## src/rtl/pifo_reg_drain.sv

```systemverilog
// Dequeue stage behind the PIFO register: pops the min entry (optionally time-gated) into a 4-deep FWFT FIFO.
// Pop-to-output latency 1 cycle; pops stall while the FIFO is full and m_ready is low.

module pifo_fifo #(
  parameter int W   = 28,
  parameter int L2D = 2
) (
  input  logic         clk,
  input  logic         rst,
  input  logic         i_push,
  input  logic [W-1:0] i_push_dat,
  input  logic         i_pop,
  output logic         o_vld,
  output logic [W-1:0] o_dat,
  output logic [L2D:0] o_cnt
);
  localparam logic [L2D:0] DEPTH = (L2D+1)'(1 << L2D);

  logic [W-1:0]   r_mem [1 << L2D];
  logic [L2D-1:0] r_wr;
  logic [L2D-1:0] r_rd;
  logic [L2D:0]   r_cnt;
  logic           w_push;
  logic           w_pop;

  assign w_pop  = i_pop & (r_cnt != '0);
  // A same-cycle read frees the slot, so a full FIFO may still accept.
  assign w_push = i_push & ((r_cnt != DEPTH) | w_pop);

  always_ff @(posedge clk) begin
    if (rst) begin
      r_wr  <= '0;
      r_rd  <= '0;
      r_cnt <= '0;
    end else begin
      if (w_push) r_wr <= r_wr + 1'b1;
      if (w_pop)  r_rd <= r_rd + 1'b1;
      case ({w_push, w_pop})
        2'b10:   r_cnt <= r_cnt + 1'b1;
        2'b01:   r_cnt <= r_cnt - 1'b1;
        default: r_cnt <= r_cnt;
      endcase
    end
  end

  always_ff @(posedge clk) begin
    if (w_push) r_mem[r_wr] <= i_push_dat;
  end

  assign o_vld = (r_cnt != '0);
  assign o_dat = o_vld ? r_mem[r_rd] : '0;
  assign o_cnt = r_cnt;
endmodule

module pifo_reg_drain #(
  parameter int RANK_WIDTH   = 16,
  parameter int META_WIDTH   = 12,
  parameter int L2_OUT_DEPTH = 2,
  parameter int CNT_WIDTH    = 32
) (
  input  logic                    clk,
  input  logic                    rst,
  input  logic                    en,
  input  logic                    gate_en,
  input  logic [RANK_WIDTH-1:0]   now,
  input  logic                    pifo_valid,
  input  logic [RANK_WIDTH-1:0]   pifo_rank,
  input  logic [META_WIDTH-1:0]   pifo_meta,
  output logic                    pifo_remove,
  output logic                    m_valid,
  input  logic                    m_ready,
  output logic [RANK_WIDTH-1:0]   m_rank,
  output logic [META_WIDTH-1:0]   m_meta,
  output logic [L2_OUT_DEPTH:0]   fifo_count,
  output logic [CNT_WIDTH-1:0]    pop_count,
  output logic [CNT_WIDTH-1:0]    gated_cycles
);
  localparam logic [L2_OUT_DEPTH:0] OUT_DEPTH = (L2_OUT_DEPTH+1)'(1 << L2_OUT_DEPTH);
  localparam int EW = RANK_WIDTH + META_WIDTH;

  typedef enum logic {IDLE, HOLD} state_t;

  state_t         r_state;
  state_t         w_next;
  logic           w_room;
  logic           w_eligible;
  logic           w_ready_to_pop;
  logic           w_gated;
  logic [EW-1:0]  w_head;

  assign w_room         = (fifo_count < OUT_DEPTH) | (m_valid & m_ready);
  assign w_eligible     = ~gate_en | (pifo_rank <= now);
  assign w_ready_to_pop = ~rst & en & pifo_valid & w_room;

  always_ff @(posedge clk) begin
    if (rst) r_state <= IDLE;
    else     r_state <= w_next;
  end

  // HOLD masks the register's stale min outputs while it recomputes.
  always_comb begin
    w_next      = r_state;
    pifo_remove = 1'b0;
    w_gated     = 1'b0;
    case (r_state)
      IDLE: begin
        if (w_ready_to_pop & w_eligible) begin
          pifo_remove = 1'b1;
          w_next      = HOLD;
        end
        w_gated = w_ready_to_pop & ~w_eligible;
      end
      HOLD: w_next = IDLE;
      default: w_next = IDLE;
    endcase
  end

  pifo_fifo #(
    .W   (EW),
    .L2D (L2_OUT_DEPTH)
  ) u_out_fifo (
    .clk        (clk),
    .rst        (rst),
    .i_push     (pifo_remove),
    .i_push_dat ({pifo_rank, pifo_meta}),
    .i_pop      (m_ready),
    .o_vld      (m_valid),
    .o_dat      (w_head),
    .o_cnt      (fifo_count)
  );

  assign m_rank = w_head[EW-1:META_WIDTH];
  assign m_meta = w_head[META_WIDTH-1:0];

  // Statistics counters stick at all-ones instead of wrapping.
  always_ff @(posedge clk) begin
    if (rst) begin
      pop_count    <= '0;
      gated_cycles <= '0;
    end else begin
      if (pifo_remove & (pop_count != '1))  pop_count    <= pop_count + 1'b1;
      if (w_gated & (gated_cycles != '1))   gated_cycles <= gated_cycles + 1'b1;
    end
  end
endmodule
```

## config.mk

```make
export PLATFORM = sky130hd
export DESIGN_NAME = pifo_reg_drain
export DESIGN_NICKNAME = d
export VERILOG_FILES = /design/src/rtl/pifo_reg_drain.sv
export SDC_FILE = /design/constraint.sdc
export NUM_CORES = 1
export LEC_CHECK = 0
export ABC_CLOCK_PERIOD_IN_PS = 8620
export CORE_ASPECT_RATIO = 0.6
export CORE_MARGIN = 4
export CORE_UTILIZATION = 57
export CTS_CLUSTER_DIAMETER = 60
export DETAILED_ROUTE_END_ITERATION = 7
export PLACE_DENSITY_LB_ADDON = 0.25
export SYNTH_ARGS = -nofsm -noshare
export SYNTH_HDL_FRONTEND = slang
export SYNTH_HIERARCHICAL = 1
export SYNTH_SLANG_ARGS = --single-unit
```

## constraint.sdc

```tcl
create_clock -name clk -period 8.62 [get_ports clk]
set_clock_uncertainty 0.15 [all_clocks]
set_input_delay 1.724 -clock clk [delete_from_list [all_inputs] [get_ports clk]]
set_output_delay 1.724 -clock clk [all_outputs]
set_load 0.1 [all_outputs]
```

==> flow_summary.ini <==
[floorplan]
die_height_um = 102.3
core_area_mm2 = 0.01451
ios = 147
die_area_mm2 = 0.01690
fp-row-count = 34
initial_core_util_pct = 58.25
die-width_um = 165.2

[placed_design]
routabilityCongestion = 0.8220
port_buffers = 146
hpwl_mm = 13.21
placedInstanceArea_mm2 = 0.01004

[clocking]
clk_pin_slew_ns = 0.07
hold_buffers = 0
cts_resized = 0
clock_sinks = 186
clk_latency_ns = 0.42
htreeDepth = 4
cts_buffers = 17
cts_setup_buffers = 0
cts_buffer_depth = 2
root_buffer = clkbuf_16
cts_tree = yes

[worst_setup_path]
slowest_stage = o31a_1
cp_max_fo = 20
critPathLaunchType = input pin
critPathArrivalTime_ns = 4.61
cp-end-kind = output port
cp_cell_sequence = clkdlybuf4s50_1 > ha_1 > nand4_2 > nor4_2 > a21boi_2 > o31a_1 > nor2_1 > buf_4 > buf_4
r2r_slack_ns = 4.25
reg2reg_from = u_out_fifo/o_cnt[0]
critical_path_class = input pin to output port
rr_worst_depth = 7
cp.required_ns = 6.75
crit_top_cell = buf_4
r2r_end = gated_cycles[27]
slowest_delay_ns = 0.56

[layout]
final_core_util_pct = 73.02
final_common_cell = clkdlybuf4s50_1
area_growth_pct = 25.37
fin_area_mm2 = 0.01059
diodes = 0
drive_above_1_share_pct = 9.026
nFillCells = 976
final_nets = 902
mostFrequentLayoutCells = clkdlybuf4s50_1, edfxtp_1, dfxtp_1
multi_input_area_mm2 = 0.003327
seq_area_mm2 = 0.004846

[global_route]
grt_usage_pct = 23.68
grt_antenna_before_repair = 0
grt_start_max_net_pins = 73
grt_first_pass_wirelength_mm = 31.33
grt_pass1_vias = 6127
grt_overflow = 0

[synth]
syn_nets = 761
synth_area_per_cell_um2 = 12.28
synthArstFlopShare_pct = 0
synth_cell_types = 58
synth-edff-count = 112
ys_ff_latch = 186
ys_seq_area_share_pct = 57.34
synth_area_mm2 = 0.008449
syn_inst = 688
yosys_warnings = 6
ys_dominant_reg_cell = edfxtp_1

[power_and_ir_drop]
clkPwrFrac_pct = 40.0
p_sw_share_pct = 24.36
internal-power_w = 0.001379
pwr-share-seq_pct = 52.3
net-switching-power_w = 0.0004441
vdd_drop_max_v = 0.0001362
power.density_mw_per_mm2 = 172.1
comb_power_share_pct = 7.7
power.total_w = 0.001823
p_leak_nw = 3.573

[sta]
rsz0062_at_grt = no
worst_pin_slew_ns = 1.058
max_freq_mhz = 154.2
finalSetupViolations = 0
fin_crit_ns = 6.485
finalMaxSlewViolations = 0
hold_violations = 0
max_slew_margin_pct = 29.45
setup_tns_ns = 0
period_share_pct = 75.23

[drt]
first_pass_iters = 5
drt_iter0_markers = 483
post_drt_via_cell_ratio = 5.899
avgRoutedWirePerCell_um = 18.84
vias = 6135
drc = 0
finalWirelength_mm = 19.59
ant_nets = 0

[hold_path]
hold_path_startpoint = pop_count[27]
worst_hold_path.endpoint = pop_count[27]
hold_class = flip-flop to flip-flop
hold_depth = 2

[outcome]
status = complete, no violations

[flow_run]
maxCapViolCount = 0
Yosys cell counts, types with 4 or more instances:
master / count / share of area (%)
and4_1: 10 / 1.0
nor2_1: 60 / 2.7
a21oi_1: 33 / 2.0
dfxtp_1: 74 / 18
o21ai_0: 13 / 0.77
inv_1: 28 / 1.2
o211ai_1: 4 / 0.36
or3_1: 15 / 1.1
and2_1: 32 / 2.4
clkbuf_1: 18 / 0.80
nand4_1: 18 / 1.3
and3_1: 21 / 1.6
ha_1: 22 / 3.3
mux4_1: 8 / 2.5
or4_1: 12 / 1.1
buf_2: 10 / 0.59
or2_2: 4 / 0.30
edfxtp_1: 112 / 40
mux4_2: 20 / 5.3
nor3_1: 8 / 0.47
xnor2_1: 6 / 0.62
o31ai_1: 11 / 0.98
nand3_1: 46 / 2.7
nand2_1: 25 / 1.1
xor2_1: 33 / 3.4
worst max path at each step:
| stage | from | endpoint | slack, ns |
|---|---|---|---|
| 2_1_floorplan | now[13] | pifo_remove | 2.09 |
| 3_3_place_gp | now[13] | pifo_remove | 2.24 |
| 3_5_place_dp | pifo_rank[13] | pifo_remove | 2.17 |
| 4_1_cts | pifo_rank[13] | pifo_remove | 2.16 |
| 5_1_grt | pifo_rank[14] | pifo_remove | 1.96 |
| 6_report | pifo_rank[14] | pifo_remove | 2.14 |
cell type report:
cell class	count	area share (%)
Clock buffer	17	4.016
Clock inverter	15	1.205
Inverter	28	0.9922
Multi-Input combinational cell	442	31.41
Sequential cell	186	45.75
Tap cell	198	2.339
Timing Repair Buffer	154	14.29
kinds of logic after synthesis:
kind of cell	count (synthesis)	share of synthesized area, %
adder cells (fa/ha/maj)	23	3.495
flip-flops	186	57.34
AND/OR/NAND/NOR	268	17.49
multiplexers	32	8.307
AO/OA/AOI/OAI	80	6.042
XOR/XNOR	39	4.043
buffers and inverters	60	3.287
state kept, by name (all words and copies together), names as in the netlist, named ones only:
register          cells
u_out_fifo/o_cnt      3
r_state               1
u_out_fifo/r_wr       2
u_out_fifo/r_rd       2
pop_count            32
u_out_fifo/r_mem    112
gated_cycles         32
critical path, delay by kind of cell:
kind,cells,cell delay [ns]
AOI/OAI and AO/OA,2,0.87
buffers and inverters,3,0.96
adders and majority gates,1,0.35
and+or+nand+nor,3,0.68
routing by layer:
layer,GRT usage [%],vias to the layer above,part of all wire [%]
met2,37.75,232,47
li1,-,2871,-
met1,33.95,3017,46
met4,5.751,0,0.54
met5,0,-,0
met3,4.796,15,7.0
through the flow:
| step | instances | setup WS (ns) | hold WS (ns) |
|---|---|---|---|
| 2_1_floorplan | 688 | 2.087 | 0.3337 |
| 3_3_place_gp | 1008 | 2.240 | 0.3393 |
| 3_5_place_dp | 1008 | 2.168 | 0.3503 |
| 4_1_cts | 1040 | 2.162 | 0.3599 |
| 5_1_grt | 1040 | 1.964 | 0.3947 |
| 6_report | 1040 | 2.135 | 0.3612 |
power groups by stage:
stage               clock, W  sequential [W]  combinational, W
floorplan                  0        0.000974         0.0000849
global placement           0        0.000972          0.000135
detailed placement         0        0.000973          0.000139
CTS                 0.000739        0.000953          0.000140
global route        0.000782        0.000954          0.000150
finish              0.000730        0.000953          0.000140
Note: power is estimated with default switching activity, not from simulation.
